<file path="src/rtl/slc_carry_chain_sequencer_if.sv">
// slc_carry_chain_sequencer_if: requester, response and logic-cell pin bundle for the carry-chain sequencer
interface slc_carry_chain_sequencer_if #(parameter int NSLICE = 4);
    localparam int W = 8 * NSLICE;
    logic         req_valid;
    logic         req_ready;
    logic [W-1:0] req_a;
    logic [W-1:0] req_b;
    logic         req_sub;
    logic         req_ci;
    logic         rsp_valid;
    logic         rsp_ready;
    logic [W-1:0] rsp_sum;
    logic         rsp_co;
    logic         rsp_ovf;
    logic [7:0]   slc_a;
    logic [7:0]   slc_b;
    logic         slc_ci;
    logic         slc_qen;
    logic [7:0]   slc_fz;
    logic         slc_co;
    modport slave (
        input  req_valid, req_a, req_b, req_sub, req_ci, rsp_ready, slc_fz, slc_co,
        output req_ready, rsp_valid, rsp_sum, rsp_co, rsp_ovf, slc_a, slc_b, slc_ci, slc_qen
    );
    modport master (
        output req_valid, req_a, req_b, req_sub, req_ci, rsp_ready, slc_fz, slc_co,
        input  req_ready, rsp_valid, rsp_sum, rsp_co, rsp_ovf, slc_a, slc_b, slc_ci, slc_qen
    );
endinterface

</file>
<file path="src/rtl/slc_carry_chain_sequencer.sv">
// slc_carry_chain_sequencer: NSLICE-pass add/subtract through one shared 8-bit ripple-carry logic cell
module slc_carry_chain_sequencer #(
    parameter int NSLICE = 4
) (
    input logic                        QCK,
    input logic                        QRT,
    slc_carry_chain_sequencer_if.slave bus
);
    localparam int W  = 8 * NSLICE;
    localparam int IW = $clog2(NSLICE) + 1;
    typedef enum logic [1:0] {IDLE, RUN, DONE} state_t;
    state_t        state_q, state_d;
    logic [IW-1:0] idx_q, idx_d;
    logic          carry_q, carry_d, co_q, co_d, ovf_q, ovf_d;
    logic [W-1:0]  a_q, a_d, b_q, b_d, sum_q, sum_d;
    logic          run, last;
    assign run  = state_q == RUN;
    assign last = idx_q == IW'(NSLICE - 1);
    always_ff @(posedge QCK) begin
        if (QRT) begin
            state_q <= IDLE;
            idx_q   <= '0;
            carry_q <= 1'b0;
            co_q    <= 1'b0;
            ovf_q   <= 1'b0;
            a_q     <= '0;
            b_q     <= '0;
            sum_q   <= '0;
        end else begin
            state_q <= state_d;
            idx_q   <= idx_d;
            carry_q <= carry_d;
            co_q    <= co_d;
            ovf_q   <= ovf_d;
            a_q     <= a_d;
            b_q     <= b_d;
            sum_q   <= sum_d;
        end
    end
    // Operands shift down one slice per pass so the live slice is always bits [7:0];
    // the sum fills from the top, landing fully aligned after the last pass.
    always_comb begin
        state_d = state_q;
        idx_d   = idx_q;
        carry_d = carry_q;
        co_d    = co_q;
        ovf_d   = ovf_q;
        a_d     = a_q;
        b_d     = b_q;
        sum_d   = sum_q;
        if (state_q == IDLE && bus.req_valid) begin
            a_d     = bus.req_a;
            b_d     = bus.req_sub ? ~bus.req_b : bus.req_b;
            carry_d = bus.req_sub | bus.req_ci;
            idx_d   = '0;
            state_d = RUN;
        end
        if (run) begin
            a_d     = a_q >> 8;
            b_d     = b_q >> 8;
            sum_d   = W'({bus.slc_fz, sum_q} >> 8);
            carry_d = bus.slc_co;
            idx_d   = last ? '0 : idx_q + IW'(1);
            if (last) begin
                state_d = DONE;
                co_d    = bus.slc_co;
                ovf_d   = (a_q[7] == b_q[7]) && (bus.slc_fz[7] != a_q[7]);
            end
        end
        if (state_q == DONE && bus.rsp_ready) state_d = IDLE;
    end
    assign bus.req_ready = state_q == IDLE;
    assign bus.rsp_valid = state_q == DONE;
    assign bus.rsp_sum   = sum_q;
    assign bus.rsp_co    = co_q;
    assign bus.rsp_ovf   = ovf_q;
    assign bus.slc_a     = run ? a_q[7:0] : 8'h00;
    assign bus.slc_b     = run ? b_q[7:0] : 8'h00;
    assign bus.slc_ci    = run & carry_q;
    assign bus.slc_qen   = run;
endmodule

</file>
<file path="src/flat_wrapper.sv">
// flat-port wrapper written by rule: the top's interface ports become plain ports
module slc_carry_chain_sequencer_flat 
#(
    parameter int NSLICE = 4
)
  (QCK, QRT, bus_req_valid, bus_req_a, bus_req_b, bus_req_sub, bus_req_ci, bus_rsp_ready, bus_slc_fz, bus_slc_co, bus_req_ready, bus_rsp_valid, bus_rsp_sum, bus_rsp_co, bus_rsp_ovf, bus_slc_a, bus_slc_b, bus_slc_ci, bus_slc_qen);
  slc_carry_chain_sequencer_if #(.NSLICE(NSLICE)) bus_i ();
  input logic QCK;
  input logic QRT;
  input wire logic [$bits(bus_i.req_valid)-1:0] bus_req_valid;
  input wire logic [$bits(bus_i.req_a)-1:0] bus_req_a;
  input wire logic [$bits(bus_i.req_b)-1:0] bus_req_b;
  input wire logic [$bits(bus_i.req_sub)-1:0] bus_req_sub;
  input wire logic [$bits(bus_i.req_ci)-1:0] bus_req_ci;
  input wire logic [$bits(bus_i.rsp_ready)-1:0] bus_rsp_ready;
  input wire logic [$bits(bus_i.slc_fz)-1:0] bus_slc_fz;
  input wire logic [$bits(bus_i.slc_co)-1:0] bus_slc_co;
  output wire logic [$bits(bus_i.req_ready)-1:0] bus_req_ready;
  output wire logic [$bits(bus_i.rsp_valid)-1:0] bus_rsp_valid;
  output wire logic [$bits(bus_i.rsp_sum)-1:0] bus_rsp_sum;
  output wire logic [$bits(bus_i.rsp_co)-1:0] bus_rsp_co;
  output wire logic [$bits(bus_i.rsp_ovf)-1:0] bus_rsp_ovf;
  output wire logic [$bits(bus_i.slc_a)-1:0] bus_slc_a;
  output wire logic [$bits(bus_i.slc_b)-1:0] bus_slc_b;
  output wire logic [$bits(bus_i.slc_ci)-1:0] bus_slc_ci;
  output wire logic [$bits(bus_i.slc_qen)-1:0] bus_slc_qen;
  assign bus_i.req_valid = bus_req_valid;
  assign bus_i.req_a = bus_req_a;
  assign bus_i.req_b = bus_req_b;
  assign bus_i.req_sub = bus_req_sub;
  assign bus_i.req_ci = bus_req_ci;
  assign bus_i.rsp_ready = bus_rsp_ready;
  assign bus_i.slc_fz = bus_slc_fz;
  assign bus_i.slc_co = bus_slc_co;
  assign bus_req_ready = bus_i.req_ready;
  assign bus_rsp_valid = bus_i.rsp_valid;
  assign bus_rsp_sum = bus_i.rsp_sum;
  assign bus_rsp_co = bus_i.rsp_co;
  assign bus_rsp_ovf = bus_i.rsp_ovf;
  assign bus_slc_a = bus_i.slc_a;
  assign bus_slc_b = bus_i.slc_b;
  assign bus_slc_ci = bus_i.slc_ci;
  assign bus_slc_qen = bus_i.slc_qen;
  slc_carry_chain_sequencer #(.NSLICE(NSLICE)) u_core (.QCK(QCK), .QRT(QRT), .bus(bus_i));
endmodule
</file>
<file path="config.mk">
export PLATFORM = sky130hd
export DESIGN_NAME = slc_carry_chain_sequencer_flat
export DESIGN_NICKNAME = d
export VERILOG_FILES = /design/src/rtl/slc_carry_chain_sequencer_if.sv /design/src/rtl/slc_carry_chain_sequencer.sv /design/src/flat_wrapper.sv
export SDC_FILE = /design/constraint.sdc
export NUM_CORES = 1
export LEC_CHECK = 0
export ABC_CLOCK_PERIOD_IN_PS = 1800
export CORE_MARGIN = 10
export CORE_UTILIZATION = 47
export CTS_CLUSTER_DIAMETER = 200
export CTS_CLUSTER_SIZE = 14
export DETAILED_ROUTE_END_ITERATION = 16
export PLACE_DENSITY = 0.9
export SETUP_SLACK_MARGIN = 0.4
export SLEW_MARGIN = 0
export SYNTH_ARGS = -nofsm -noshare
export SYNTH_HDL_FRONTEND = slang
export SYNTH_SLANG_ARGS = --single-unit
export TNS_END_PERCENT = 1
</file>
<file path="constraint.sdc">
create_clock -name QCK -period 1.8 [get_ports QCK]
set_input_delay 0.18 -clock QCK [delete_from_list [all_inputs] [get_ports QCK]]
set_output_delay 0.18 -clock QCK [all_outputs]
set_load 0.005 [all_outputs]
</file>
==> results by group <==
Final layout
  – Commonest non-fill, non-tap cell in the layout: clkdlybuf4s50_1
  – Layout Nets: 698
  – Area growth syn-to-layout: 38.2%
  – Final core occ: 65.9%
  – Final instance area: between 6000 and 7000 sq um
  – # diodes: 0
  – Layout cells sized above 1: about a tenth
  – Commonest non-fill, non-tap cells in the layout: clkdlybuf4s50_1, dfxtp_1, nand2_1, nor2_1, a21oi_1

Synthesis
  – Main area contributors after synthesis: dfxtp_1, nand2_1, xnor2_1
  – Xor-xnor portion of the synthesized cell area: under 10%
  – Post-Syn Nets: 572
  – Syn. warnings: 0
  – Synth Area in Adders: 0.287%
  – Compound-Gate Fraction of Synth Area: between 15 and 20%
  – Post-Syn Area: approximately 4400 sq um
  – Flops & latches, synth: ~100
  – Post-synthesis mux area share: 5.50%
  – Synthesized instance count: between 400 and 500
  – Leading area contributor after synthesis: dfxtp_1
  – Netlist cell types: 34
  – Largest family of logic cells by synthesized area: compound AO/OA/AOI/OAI gates
  – Syn_area_per_cell: roughly 9 sq um
  – Sequential area share after synthesis: between 40% and 50%
  – Yosys top cell area share: a little under half
  – Post-Synth Simple-Gate Area: 16.7%

Outcome
  – Status: completed

Setup path
  – Crit-path max FO: 5
  – CP cell instances: nand2b_4 > clkinvlp_4 > buf_6 > and2_4 > buf_2
  – Crit path required time: 1.62 ns
  – Critical Path AT: roughly 1.5 ns
  – Crit-path max cell delay: ~0.36 ns
  – Critical Path Slowest Stage Cell: dfxtp_4
  – CP Launch Type: flop
  – Endpoint type of the worst setup path: primary output
  – Worst Path Class, Setup: flop to primary output

Floorplanning
  – Die H: roughly 120 um
  – Initial Util: a little under half
  – Core area: slightly above 9000 sq um
  – DIE AREA: ~14000 sq um
  – Chip Width: approximately 120 um
  – FP Rows: 35
  – # IOs: between 100 and 150

Place
  – Dpl hpwl: 8980 um
  – Dpl cell area: about 5700 sq um
  – Buffers on Ports: ~130
  – Final Wtd Congestion: roughly 0.86
  – Post-Place Setup Slack: -0.165 ns

GRT
  – Initial antenna violation count: 0
  – GR Overflow Total: 0
  – Largest net degree at the start of global routing: 50
  – First-pass GRT wire length: a little under 20000 um
  – Vias in the first global route: ~4000
  – GRT Total Usage: a little under a fifth

Power and ir drop
  – P_int: 3.59 mW
  – Pleak: 2.24 nW
  – Pwr Density: about 830 nW/um^2
  – Combinational share of power: 17.7%
  – Seq pwr share: 51.1%
  – Sw power: approximately 1.4 mW
  – Switching Fraction: about 28%
  – Clock share of power: a little under a third
  – Peak supply drop: just under 0.0007 V

Timing
  – Post-route setup TNS: 0 ns
  – Setup slack after layout: 0.130 ns
  – Period Utilization, post-route: slightly above 90%
  – Hold WS: between 0.3 and 0.4 ns
  – Final Hold Fails: 0
  – Slew HR: between 50% and 60%
  – RSZ-0062 raised after global routing: true
  – Pins Over Slew Limit: 0
  – Minimum clock period: about 1.7 ns
  – Worst Tran Pin Value: 0.673 ns
  – Setup Skew: about 0.012 ns
  – Final number of setup-violating endpoints: 0
  – Max Clock Freq: between 0.5 and 0.6 GHz

Detailed routing
  – Final wirelength: between 10000 and 15000 um
  – Final routed DRC violation total: 0
  – Via count: about 4000
  – Avg Vias per Cell: 5.42
  – DRT iter0 DRCs: approximately 190
  – DRT Pass-1 Iters: 7
  – Remaining antenna violation count: 0
  – DR WL/cell: roughly 17 um

Worst hold path
  – Min-Delay Path Class: input pin to flop

CTS
  – Later-pin clock latency in the skew report: 0.38 ns
  – CTS Buffer Depth: 2
  – H-tree levels: 3
  – Clock buffer count from CTS: 9
  – Worst-path clk slew: roughly 0.1 ns
  – CTS root buffer: clkbuf_8
  – Sink Count: between 100 and 150
  – CTS tree: yes

Run
  – # Max-Cap Violations: 0
power by group through the flow:
stage               combinational (mW)  sequential, mW  clock (mW)
detailed placement               0.832            2.59           0
finish                           0.881            2.55        1.56
floorplan                        0.492            2.57           0
global placement                 0.806            2.58           0
global route                     0.959            2.56        1.67
CTS                              0.874            2.54        1.57
cells in the mapped netlist:
library cell	count
a2111oi_0	1
a21oi_1	47
nor4_1	1
and2_1	17
inv_2	1
inv_1	1
ha_1	1
dfxtp_1	104
or4b_4	1
nand2_1	81
nor2_1	54
a221o_2	1
o21ai_0	3
o21bai_1	1
or3b_2	1
and3b_1	1
o22ai_1	8
nand3_1	3
a22oi_1	8
nand2b_1	4
clkbuf_1	23
buf_2	13
mux2i_1	24
xnor2_1	32
nor3_1	1
nor3b_2	1
or3_1	1
buf_6	4
nor2b_1	2
a311oi_1	1
o21ba_2	1
a221o_1	15
buf_4	3
a211oi_1	32
logic make-up after synthesis:
family,after synthesis
flops,104
xor+xnor,32
simple gates,168
fa+ha+maj,1
buf+inv,45
compound gates,118
mux,24
area by class of cell:
cell class                 count  area (sq um)
clock buffer                  10           128
timing repair inverter         3          21.3
clock inverter                 6          86.3
multi-input combinational    343          2090
inverter                       2          12.5
fill                         716          3120
sequential                   104          2090
tap                          111           139
timing repair buffer         155          1470
metrics by stage:
| stage | instances | total power [mW] |
|---|---|---|
| 3_5_place_dp | 706 | 3.43 |
| 6_report | 734 | 4.98 |
| 4_1_cts | 734 | 4.98 |
| 3_3_place_gp | 706 | 3.39 |
| 2_1_floorplan | 492 | 3.06 |
| 5_1_grt | 734 | 5.19 |
critical path, delay by kind of cell, from the launching register on:
family / cells / cell delay [ns]
and+or+nand+nor: 2 / 0.33
DFF: 1 / 0.36
buffers and inverters: 3 / 0.43
layer usage:
metal / GRT usage (%) / vias to the layer above / wire length (um)
met5: 0 / - / 0
met4: 7.09 / 0 / 361
met3: 9.60 / 30 / 1510
met2: 31.8 / 161 / 6460
met1: 18.4 / 1844 / 4490
li1: - / 1946 / -
registers in the layout, indices dropped and copies added, names as in the netlist:
register and count:
u_core.b_q 32, u_core.idx_q 3, u_core.carry_q 1, u_core.bus.rsp_sum 32, u_core.bus.rsp_ovf 1, u_core.state_q 2, u_core.a_q 32, u_core.bus.rsp_co 1
worst paths after layout:
check | startpoint | end | slack, ns | depth (start not counted)
setup reg to reg | u_core.state_q[1]$_SDFF_PP0_ | u_core.idx_q[2]$_SDFFE_PP0P_ | 0.17 | 6
hold / removal | QRT | u_core.state_q[0]$_SDFF_PP0_ | 0.34 | 3
setup / recovery | u_core.state_q[1]$_SDFF_PP0_ | bus_slc_b[2] | 0.13 | 5
hold reg to reg | u_core.bus.rsp_sum[1]$_SDFFE_PP0P_ | u_core.bus.rsp_sum[1]$_SDFFE_PP0P_ | 0.46 | 2
repair_timing:
item,in CTS,in global routing
cloned,3,0
endpoints found under the hold margin,0,0
pin swaps,5,0
setup buffers,9,0
resized for setup,64,7
endpoints found under the setup margin,140,157
hold buffers,0,0
(Power assumes the default switching activity.)
